**src/rtl/ins_fetch_if.sv**
```systemverilog
// Instruction fetch buses: show-ahead stream FIFO on one side, layer FSM control on the other.
// master = fetch unit, slave = FIFO/layer side.
interface ins_fetch_if #(
  parameter int TBITS = 64
);
  logic [TBITS-1:0] isif_data_dout;
  logic             isif_last_dout;
  logic             isif_empty_n;
  logic             isif_read;
  logic             busy;
  logic             start;
  logic             auto;
  logic             man_reset;

  modport master (
    input  isif_data_dout, isif_last_dout, isif_empty_n, busy,
    output isif_read, start, auto, man_reset
  );

  modport slave (
    output isif_data_dout, isif_last_dout, isif_empty_n, busy,
    input  isif_read, start, auto, man_reset
  );
endinterface

```
**src/rtl/ins_fetch.sv**
```systemverilog
// Pops instruction words from a stream FIFO, decodes the low opcode nibble and drives
// start / manual-reset pulses to the layer FSM, waiting on its busy handshake.
module ins_fetch #(
  parameter int TBITS  = 64,
  parameter int TO_CYC = 16
) (
  input  logic          clk,
  input  logic          rstn,
  input  logic          en,
  ins_fetch_if.master   bus,
  output logic [15:0]   ins_cnt,
  output logic          err_illegal,
  output logic          err_timeout,
  output logic          done,
  output logic [2:0]    fetch_state
);

  typedef enum logic [2:0] {
    IDLE      = 3'd0,
    FETCH     = 3'd1,
    ISSUE     = 3'd2,
    WAIT_ACK  = 3'd3,
    WAIT_DONE = 3'd4,
    END       = 3'd5
  } state_t;

  localparam logic [3:0] OP_NOP   = 4'h0;
  localparam logic [3:0] OP_START = 4'h1;
  localparam logic [3:0] OP_MRST  = 4'h2;
  localparam logic [3:0] OP_END   = 4'hF;
  localparam int         CW       = $clog2(TO_CYC + 1);

  state_t           state, nxt;
  logic [TBITS-1:0] ins_reg;
  logic             last_reg;
  logic [CW-1:0]    to_cnt;
  logic             start_q, auto_q, mrst_q;
  logic [3:0]       op;
  logic             illegal;
  logic             ack_expired;
  state_t           after_ins;

  assign op          = ins_reg[3:0];
  assign illegal     = !(op == OP_NOP || op == OP_START || op == OP_MRST || op == OP_END);
  assign ack_expired = (to_cnt >= CW'(TO_CYC));
  assign after_ins   = last_reg ? END : FETCH;

  // Only opcode and the auto flag are architectural; the rest of the word is payload we drop.
  logic unused_hi;
  assign unused_hi = ^ins_reg[TBITS-1:5];

  always_ff @(posedge clk or negedge rstn) begin
    if (!rstn) state <= IDLE;
    else       state <= nxt;
  end

  always_comb begin
    nxt = state;
    case (state)
      IDLE:      if (en) nxt = FETCH;
      FETCH: begin
        if (!en)                   nxt = IDLE;
        else if (bus.isif_empty_n) nxt = ISSUE;
      end
      ISSUE: begin
        case (op)
          OP_START: nxt = WAIT_ACK;
          OP_END:   nxt = END;
          default:  nxt = after_ins;
        endcase
      end
      // busy arriving in the final allowed cycle still counts as an acknowledge
      WAIT_ACK: begin
        if (bus.busy)        nxt = WAIT_DONE;
        else if (ack_expired) nxt = after_ins;
      end
      WAIT_DONE: if (!bus.busy) nxt = after_ins;
      END:       if (!en) nxt = IDLE;
      default:   nxt = IDLE;
    endcase
  end

  always_comb begin
    bus.isif_read = (state == FETCH) && bus.isif_empty_n && en;
    fetch_state   = state;
  end

  always_ff @(posedge clk or negedge rstn) begin
    if (!rstn) begin
      ins_reg     <= '0;
      last_reg    <= 1'b0;
      ins_cnt     <= '0;
      err_illegal <= 1'b0;
      err_timeout <= 1'b0;
      to_cnt      <= '0;
      start_q     <= 1'b0;
      auto_q      <= 1'b0;
      mrst_q      <= 1'b0;
      done        <= 1'b0;
    end else begin
      if (state == IDLE && en) begin
        ins_cnt     <= '0;
        err_illegal <= 1'b0;
        err_timeout <= 1'b0;
      end
      if (bus.isif_read) begin
        ins_reg  <= bus.isif_data_dout;
        last_reg <= bus.isif_last_dout;
      end
      start_q <= (state == ISSUE) && (op == OP_START);
      mrst_q  <= (state == ISSUE) && (op == OP_MRST);
      if (state == ISSUE) begin
        if (ins_cnt != 16'hFFFF) ins_cnt <= ins_cnt + 16'd1;
        if (op == OP_START)      auto_q  <= ins_reg[4];
        if (illegal)             err_illegal <= 1'b1;
      end
      if (state == WAIT_ACK && !bus.busy && ack_expired) err_timeout <= 1'b1;
      // to_cnt holds the 1-based index of the current WAIT_ACK cycle
      if (state == ISSUE && op == OP_START) to_cnt <= CW'(1);
      else if (state == WAIT_ACK)           to_cnt <= to_cnt + CW'(1);
      else                                  to_cnt <= '0;
      done <= (nxt == END);
    end
  end

  assign bus.start     = start_q;
  assign bus.auto      = auto_q;
  assign bus.man_reset = mrst_q;

endmodule

```
**src/flat_wrapper.sv**
```systemverilog
// flat-port wrapper written by rule: the top's interface ports become plain ports
module ins_fetch_flat 
#(
  parameter int TBITS  = 64,
  parameter int TO_CYC = 16
)
  (clk, rstn, en, ins_cnt, err_illegal, err_timeout, done, fetch_state, bus_isif_data_dout, bus_isif_last_dout, bus_isif_empty_n, bus_busy, bus_isif_read, bus_start, bus_auto, bus_man_reset);
  ins_fetch_if #(.TBITS(TBITS)) bus_i ();
  input  logic clk;
  input  logic rstn;
  input  logic en;
  output logic [15:0] ins_cnt;
  output logic err_illegal;
  output logic err_timeout;
  output logic done;
  output logic [2:0] fetch_state;
  input wire logic [$bits(bus_i.isif_data_dout)-1:0] bus_isif_data_dout;
  input wire logic [$bits(bus_i.isif_last_dout)-1:0] bus_isif_last_dout;
  input wire logic [$bits(bus_i.isif_empty_n)-1:0] bus_isif_empty_n;
  input wire logic [$bits(bus_i.busy)-1:0] bus_busy;
  output wire logic [$bits(bus_i.isif_read)-1:0] bus_isif_read;
  output wire logic [$bits(bus_i.start)-1:0] bus_start;
  output wire logic [$bits(bus_i.auto)-1:0] bus_auto;
  output wire logic [$bits(bus_i.man_reset)-1:0] bus_man_reset;
  assign bus_i.isif_data_dout = bus_isif_data_dout;
  assign bus_i.isif_last_dout = bus_isif_last_dout;
  assign bus_i.isif_empty_n = bus_isif_empty_n;
  assign bus_i.busy = bus_busy;
  assign bus_isif_read = bus_i.isif_read;
  assign bus_start = bus_i.start;
  assign bus_auto = bus_i.auto;
  assign bus_man_reset = bus_i.man_reset;
  ins_fetch #(.TBITS(TBITS), .TO_CYC(TO_CYC)) u_core (.clk(clk), .rstn(rstn), .en(en), .bus(bus_i), .ins_cnt(ins_cnt), .err_illegal(err_illegal), .err_timeout(err_timeout), .done(done), .fetch_state(fetch_state));
endmodule
```
**config.mk**
```make
export PLATFORM = sky130hd
export DESIGN_NAME = ins_fetch_flat
export DESIGN_NICKNAME = d
export VERILOG_FILES = /design/src/rtl/ins_fetch_if.sv /design/src/rtl/ins_fetch.sv /design/src/flat_wrapper.sv
export SDC_FILE = /design/constraint.sdc
export NUM_CORES = 1
export LEC_CHECK = 0
export CAP_MARGIN = 40
export CORE_MARGIN = 4
export CORE_UTILIZATION = 35
export CTS_CLUSTER_SIZE = 12
export DETAILED_ROUTE_END_ITERATION = 8
export PLACE_DENSITY = 0.86
export SYNTH_ARGS = -nofsm -noshare
export SYNTH_HDL_FRONTEND = slang
export SYNTH_SLANG_ARGS = --single-unit
export TNS_END_PERCENT = 100
```
**constraint.sdc**
```tcl
create_clock -name clk -period 1.5 [get_ports clk]
set_clock_uncertainty 0.05 [all_clocks]
set_input_delay 0.15 -clock clk [delete_from_list [all_inputs] [get_ports clk]]
set_output_delay 0.15 -clock clk [all_outputs]
set_load 0.01 [all_outputs]
```
Yosys cells after proc, flatten, opt, wreduce, memory -nomap -nowiden

Index checks and enable logic that the tools add are counted.

Output and inout port bits: 26
Register bits: 36
Logic and storage cells: 59

Eq/ne operators: 10
Reduce and logical (&&, ||, !) cells: 15
Muxes and demuxes: 20
Magnitude comparators: 1
Add/subtract/negate cells: 2

Operators by type and width:

| kind                                                            | number |
|---|---|
| 16-bit two-way mux                                              | 3 |
| 3-bit two-way mux                                               | 8 |
| 3-bit one-hot mux with 6 select lines                           | 1 |
| 16-bit by 1-bit adder with 16-bit output, second input constant | 1 |
| 16-bit != test, second input constant                           | 1 |
| 5-bit two-way mux                                               | 2 |
| 3-bit == test, second input constant                            | 3 |
| 1-bit logical AND                                               | 7 |
| 3-bit by 2-bit == test with 1-bit output, second input constant | 2 |
| 3-bit one-hot mux with 2 select lines                           | 1 |
| 5-bit by 1-bit adder with 5-bit output, second input constant   | 1 |
| 5-bit greater-or-equal comparator, second input constant        | 1 |
| 1-bit two-way mux                                               | 5 |
| 4-bit by 1-bit == test with 1-bit output, second input constant | 1 |
| 4-bit by 2-bit == test with 1-bit output, second input constant | 1 |
| 4-bit == test, second input constant                            | 1 |
| 4-bit logical NOT                                               | 1 |
| 3-bit by 1-bit == test with 1-bit output, second input constant | 1 |
| 3-bit logical NOT                                               | 1 |
| 1-bit logical OR                                                | 3 |
| 2-bit AND reduction                                             | 1 |
| 2-bit nonzero test                                              | 1 |
| 1-bit logical NOT                                               | 1 |

Longest topological paths before layout

Gate-level depths: netlist of the first run.

Depth after elaboration: 6
Gate-level depth with buffers: 6

Worst setup path before layout of the first run

No wires, ideal clock.

Path type: reg-to-reg
Start: register u_core.state[0] (netlist: u_core.fetch_state[0])
End: register u_core.err_illegal
Cell stages (with the launch flop): 6
Arrival time: 1.598 ns
Slack: -0.269 ns
Clock period less this slack: 1.769 ns
Cell sequence: dfrtp_1 -> buf_2 -> or4b_1 -> buf_2 -> buf_2 -> a32o_1

Word-level cells in the longest chain between the ends: 5

RTL lines:

| what                   | line             | source |
|---|---|---|
| from (decl)            | ins_fetch.sv:33  | `state_t state, nxt;` |
| from (signal assigned) | ins_fetch.sv:54  | `else state <= nxt;` |
| 3-bit logical NOT      | ins_fetch.sv:101 | `if (state == IDLE && en) begin` |
| 1-bit logical AND      | ins_fetch.sv:101 |  |
| 1-bit two-way mux      | ins_fetch.sv:101 |  |
| 1-bit two-way mux      | ins_fetch.sv:115 | `if (illegal) err_illegal <= 1'b1;` |
| 1-bit two-way mux (*)  | ins_fetch.sv:112 | `if (state == ISSUE) begin` |
| to (signal assigned)   | ins_fetch.sv:93  | `err_illegal <= 1'b0;` |
| to (signal assigned)   | ins_fetch.sv:103 | `err_illegal <= 1'b0;` |
| to (signal assigned)   | ins_fetch.sv:115 |  |
| to (decl)              | ins_fetch.sv:12  | `output logic err_illegal,` |

Every way passes the cells marked *; elsewhere a longest branch is shown, timed or not.
A chain may end at the register's enable or synchronous reset.

Final worst setup path of the first run

Start: register u_core.state[0] (netlist: u_core.fetch_state[0])
End: register u_core.ins_cnt[11]

Word-level cells in the longest chain between the ends: 5

RTL lines:

| what                   | line             | source |
|---|---|---|
| 3-bit logical NOT      | ins_fetch.sv:101 |  |
| 1-bit logical AND      | ins_fetch.sv:101 |  |
| 16-bit two-way mux     | ins_fetch.sv:101 |  |
| 16-bit two-way mux     | ins_fetch.sv:113 | `if (ins_cnt != 16'hFFFF) ins_cnt <= ins_cnt + 16'd1;` |
| 16-bit two-way mux (*) | ins_fetch.sv:112 |  |
| to (signal assigned)   | ins_fetch.sv:113 |  |
| to (decl)              | ins_fetch.sv:11  | `output logic [15:0] ins_cnt,` |

Marks and branches as above.

==> results of run 1 <==
placed cells by master (no fill, tap or decap), types with 3 or more instances in the layout:
cell / instances
a21oi_1: 3
buf_4: 48
buf_6: 6
clkbuf_8: 5
clkdlybuf4s50_1: 21
dfrtp_1: 31
dfrtp_2: 5
dlygate4sd2_1: 13
inv_1: 9
mux2_4: 6
mux2i_1: 9
nand2_1: 17
nand2_2: 3
nand3_1: 5
nand4_1: 8
nor2_1: 3
nor2_2: 4
nor3_2: 3
o211ai_1: 3
o21ai_1: 3
logic make-up after synthesis:
kind of cell / share of synthesized area
AND/OR/NAND/NOR: 0.223
flip-flops: 0.495
AO/OA/AOI/OAI: 0.116
multiplexers: 0.0948
buffers and inverters: 0.0316
XOR/XNOR: 0.0192
adder cells (fa/ha/maj): 0.0206
routing by layer:
layer  vias up  share of wire  GRT usage
met1       813           0.43      0.190
met5         -              0          0
met3         6          0.050     0.0426
met4         0         0.0068     0.0372
li1        814              -          -
met2        46           0.52      0.276
through the flow:
| stage | std cells | setup WS, ns |
|---|---|---|
| 2_1_floorplan | 169 | -0.211 |
| 3_3_place_gp | 308 | -0.305 |
| 3_5_place_dp | 308 | -0.301 |
| 4_1_cts | 325 | -0.129 |
| 5_1_grt | 331 | -0.244 |
| 6_report | 331 | -0.181 |
report_power, final:
group          switching [uW]  leakage (uW)  internal (uW)  total, uW
Sequential                189      0.000479           1130       1320
Combinational             488      0.000847            645       1130
Clock                     345     0.0000552            493        839
Total                    1020       0.00138           2270       3290
path summary, 6_finish.rpt:
path,from,end,slack (ns)
max reg2reg,u_core.fetch_state[0],u_core.ins_cnt[11],-0.18
min,rstn,u_core.ins_cnt[13],0.19
max,u_core.fetch_state[0],u_core.ins_cnt[11],-0.18
min in group clk,bus_isif_last_dout,u_core.last_reg,0.41
max in group asynchronous,rstn,u_core.ins_cnt[2],1.00
min reg2reg,u_core.err_illegal,u_core.err_illegal,0.46
worst max-delay path: cells and delay by family, from the launching register on:
kind                   cells  cell delay [ns]
muxes                      1             0.20
buffers and inverters      2             0.28
and+or+nand+nor            3             0.61
DFF                        1             0.47
cell type report:
| cell class | count | area (um^2) | share of cell area |
|---|---|---|---|
| timing repair buffer | 91 | 790 | 0.269 |
| multi-input combinational | 119 | 1010 | 0.344 |
| inverter | 10 | 37.5 | 0.0128 |
| tap | 67 | 83.8 | 0.0286 |
| clock buffer | 6 | 72.6 | 0.0247 |
| sequential | 36 | 907 | 0.309 |
| clock inverter | 2 | 35.0 | 0.0119 |
what timing repair did:
action / CTS / global route
pin swaps: 12 / 9
resized for setup: 35 / 25
setup buffers: 9 / 6
endpoints found under the setup margin: 44 / 34
==> results.ini, run 1 <==
[outcome]
status = finished, violations left
violations = setup timing

[global_routing]
grt_pass1_wl_um = 7920
track_usage = 0.157
antenna_found_initial = 0
grt_max_degree = 37
grt-ovfl-total = 0
grt_pass1_vias = 1681

[sta]
worst_pin_slew_ns = 0.364
rsz0062_at_grt = true
slew_viol_final = 0
holdWs_ns = 0.195
hold_violations = 0
period_share = 1.12
setup_violations = 27
slew_headroom = 0.756
finalWorstSetupSlack_ns = -0.181
setup_tns_ns = -1.89
finalCriticalPeriod_ns = 1.68
max_freq_mhz = 595

[worst_setup_path]
cp_slowest_cell = dfrtp_2
path_class = flop to flop
endpoint_kind = flop
slowest_delay_ns = 0.47
start_kind = flop
critPathArrivalTime_ns = 1.84
required_ns = 1.66
path_cells = nor3b_4 -> buf_4 -> buf_6 -> nand4_1 -> nor3_2 -> mux2i_1
critPathMaxFanout = 6
reg2reg_depth = 6

[layout]
area_delta_synth_final_pct = 61.1
drive_gt1_frac = 0.394
fin_area_um2 = 2940
nNetsFinal = 336
fill_cells = 423
antenna_cells = 0
largest_reg_flops = 16
postLayoutCoreUtil = 0.602

[clocking]
path_clk_slew_ns = 0.08
cts_tree = yes
cts-root-buf = clkbuf_8
cts_inserted_buffers = 5
holdBufCountCts = 0
clock-sinks = 36
htreeDepth = 2
clk_latency_ns = 0.28
cts_max_path_buffers = 2

[pwr]
power_density_nw_per_um2 = 1120
p_leak_uw = 0.00138
finalPower_uw = 3290
vdd_drop_max_v = 0.000870

[yosys]
synth_common_cells = 36 x dfrtp_1, 21 x nand2_1, 10 x inv_1
synth_edf_count = 0
syn-num-nets = 242
synth.top_cells.by_area = dfrtp_1 49%, mux2i_1 4.9%, nand2_1 4.3%
netlist.area_leader.share = 0.495
synth.most_common_cell = dfrtp_1
ys_types = 47
synth_top_flop_cell = dfrtp_1
yosysWarnings = 0
synthArstFlopShare = 1.00
syn_area_per_cell_um2 = 10.8
yosysTopAreaCell = dfrtp_1
synthCells = 169
synth-seq-cells = 36
synth-seq-area-share = 0.495
netlist_area_um2 = 1820

[placement]
port_buffers = 36
place_congestion = 0.858
place_hpwl_um = 3550
dpl-instance-area_um2 = 2590

[run]
max_cap_viol_count = 0

[floorplan]
die_area_um2 = 6420
core_um2 = 4880
io_pins = 96
fp-row-count = 25
fp.dieH_um = 80.1
die_w_um = 80.1
start_util = 0.373

[routing]
totalWireLength_um = 5030
drt_pass1_iterations = 4
antenna_left = 0
vias = 1679
wl_per_cell_um = 15.2
drt_iter0_markers = 81
drc = 0
via_per_inst = 5.07

[worst_hold_path]
hold_path_class = primary input to async pin

No activity file was read; power rests on OpenSTA's default activity.
==> inputs of run 2 (changes only) <==
--- a/config.mk
+++ b/config.mk
@@ -6,6 +6,7 @@
 export NUM_CORES = 1
 export LEC_CHECK = 0
 export CAP_MARGIN = 40
+export CORE_ASPECT_RATIO = 1.1
 export CORE_MARGIN = 4
 export CORE_UTILIZATION = 35
 export CTS_CLUSTER_SIZE = 12
==> run 2 against run 1 <==
  * The run still ends with setup timing left
  * Sequential share of layout area rose by 0.60 points
  * Hold slack got worse by 0.016 ns
  * Utilization fell by 3.1 points
  * Critical path depth is 3 lower
  * Clock-buffer cell count shrank 1
  * Global-route usage fell by 0.16 points
  * Wire length down 2.1%
  * Register-to-register slack better by 0.06 ns
  * Die area hardly changed
  * Largest power group unchanged
==> results.ini, run 2 (synthesized netlist as in run 1, its figures left out) <==
[worst_setup_path]
required_ns = 1.63
path_class = flop to flop
path_cells = or3b_4 -> or2_4 -> mux2_4
critPathMaxFanout = 5
r2r_slack_ns = -0.12
r2r-start = u_core.fetch_state[2]
endpoint_kind = flop
path_buf_inv = 0
cp_slowest_cell = dfrtp_2
slowest_delay_ns = 0.46
reg2reg_depth = 3
critPathTopFamily = simple AND/OR/NAND/NOR gates
r2r-end = u_core.bus.auto
critPathArrivalTime_ns = 1.75
start_kind = flop

[sta]
finalCriticalPeriod_ns = 1.62
setup_violations = 27
period_share = 1.08
hold_violations = 0
setup_tns_ns = -1.84
slew_viol_final = 0
max_freq_mhz = 617
slew_headroom = 0.737
finalWorstSetupSlack_ns = -0.119
worst_pin_slew_ns = 0.394
rsz0062_at_grt = true

[outcome]
violations = setup timing
status = finished, violations left

[layout]
antenna_cells = 0
drive_gt1_frac = 0.362
seq_area_um2 = 905
fill_cells = 407
fin_area_um2 = 2870
nNetsFinal = 332
fin_cells = 318
final_common_cell = buf_4
largest_reg_flops = 16
multiInputGateArea_um2 = 986
area_delta_synth_final_pct = 57.6
final_cell_mix = 39 x buf_4, 33 x dfrtp_1, 19 x nand2_1

[routing]
via_per_inst = 5.37
wl_per_cell_um = 15.5
drt_iter0_markers = 87
antenna_left = 0
m1WireLength_um = 1850
wl_met2_um = 2760
totalWireLength_um = 4930
vias = 1707
drt_pass1_iterations = 4
drc = 0
met3_length_um = 255
topRoutingLayerUsed = met4

[pwr]
finalPower_uw = 3190
pwr-share-clk = 0.223
pwr-share-seq = 0.413
comb_power_share = 0.364
power_density_nw_per_um2 = 1110
vdd_drop_max_v = 0.000895
internal-power_uw = 2120
p_leak_uw = 0.00140
p_switching_uw = 1070
sw_frac_of_total = 0.335

[global_routing]
grt_pass1_wl_um = 8120
grt-ovfl-total = 0
grt_max_degree = 37
track_usage = 0.155
grt_pass1_vias = 1755
antenna_found_initial = 0

[placement]
place_hpwl_um = 3290
place_congestion = 0.829
pre_cts_slack_ns = -0.321
dpl-instance-area_um2 = 2550
dp_cells = 296
port_buffers = 36

[clocking]
cts_tree = yes
cts-root-buf = clkbuf_8
clk_latency_ns = 0.29
clock-sinks = 36
htreeDepth = 2
path_clk_slew_ns = 0.08
cts_max_path_buffers = 2
cts_inserted_buffers = 5

[worst_hold_path]
hold_path_class = primary input to async pin

[floorplan]
fp-row-count = 27
start_util = 0.362
fp.dieH_um = 83.7
die_w_um = 76.8
core_um2 = 5030
die_area_um2 = 6420
io_pins = 96

[run]
max_cap_viol_count = 0

[run 2: cell types whose count changed in the layout (fill, tap and decap cells not counted), sizes merged]
cell           delta
clkbuf            -1
buf               -4
dlygate4sd2       +2
bufinv            -1
dlymetal6s2s      +1
clkinvlp          +2
clkdlybuf4s50     -3
[run 2: final cells by class]
cell class | count | share of cell area
multi-input combinational | 119 | 0.343
timing repair buffer | 87 | 0.271
inverter | 10 | 0.0131
sequential | 36 | 0.315
tap | 58 | 0.0253
clock inverter | 3 | 0.00828
clock buffer | 5 | 0.0240
[run 2: timing repair]
action / 4_1_cts / 5_1_grt
gates resized for setup: 36 / 22
pin swaps: 10 / 6
setup endpoints to repair: 46 / 33
hold buffers: 0 / 0
buffers inserted: 8 / 8
[run 2: per-stage QoR]
step / utilization / hold slack [ns]
after CTS: 0.547 / 0.181
after global routing: 0.570 / 0.186
after global placement: 0.508 / 0.429
after floorplan: - / -0.196
after detailed placement: 0.508 / 0.442
final: 0.570 / 0.178
[run 2: how the worst max path moves through the flow]
stage	startpoint	slack [ns]	cells past startpoint	to
6_report	u_core.fetch_state[2]	-0.12	3	u_core.bus.auto
5_1_grt	u_core.ins_cnt[1]	-0.22	6	u_core.ins_cnt[11]
4_1_cts	u_core.fetch_state[0]	-0.13	3	bus_isif_read
3_5_place_dp	bus_isif_empty_n	-0.32	4	bus_isif_read
3_3_place_gp	bus_isif_empty_n	-0.30	4	bus_isif_read
2_1_floorplan	u_core.fetch_state[2]	-0.21	5	u_core.err_illegal
[run 2: metal layers]
metal | vias up | GRT usage
met4 | 0 | 0.0428
met1 | 842 | 0.169
met2 | 47 | 0.290
met5 | - | 0
met3 | 9 | 0.0443
li1 | 809 | -
[run 2: power groups by stage]
stage          combinational (uW)  clock, uW  sequential, uW
2_1_floorplan                 569          0            1280
3_3_place_gp                  927          0            1300
3_5_place_dp                  958          0            1320
4_1_cts                      1030        732            1310
5_1_grt                      1250        782            1340
6_report                     1160        710            1320
[run 2: worst reg2reg max path: cells and delay by family, from the launching register on]
kind             cells  cell delay [ns]
multiplexers         1             0.30
flip-flops           1             0.46
AND/OR/NAND/NOR      2             0.71
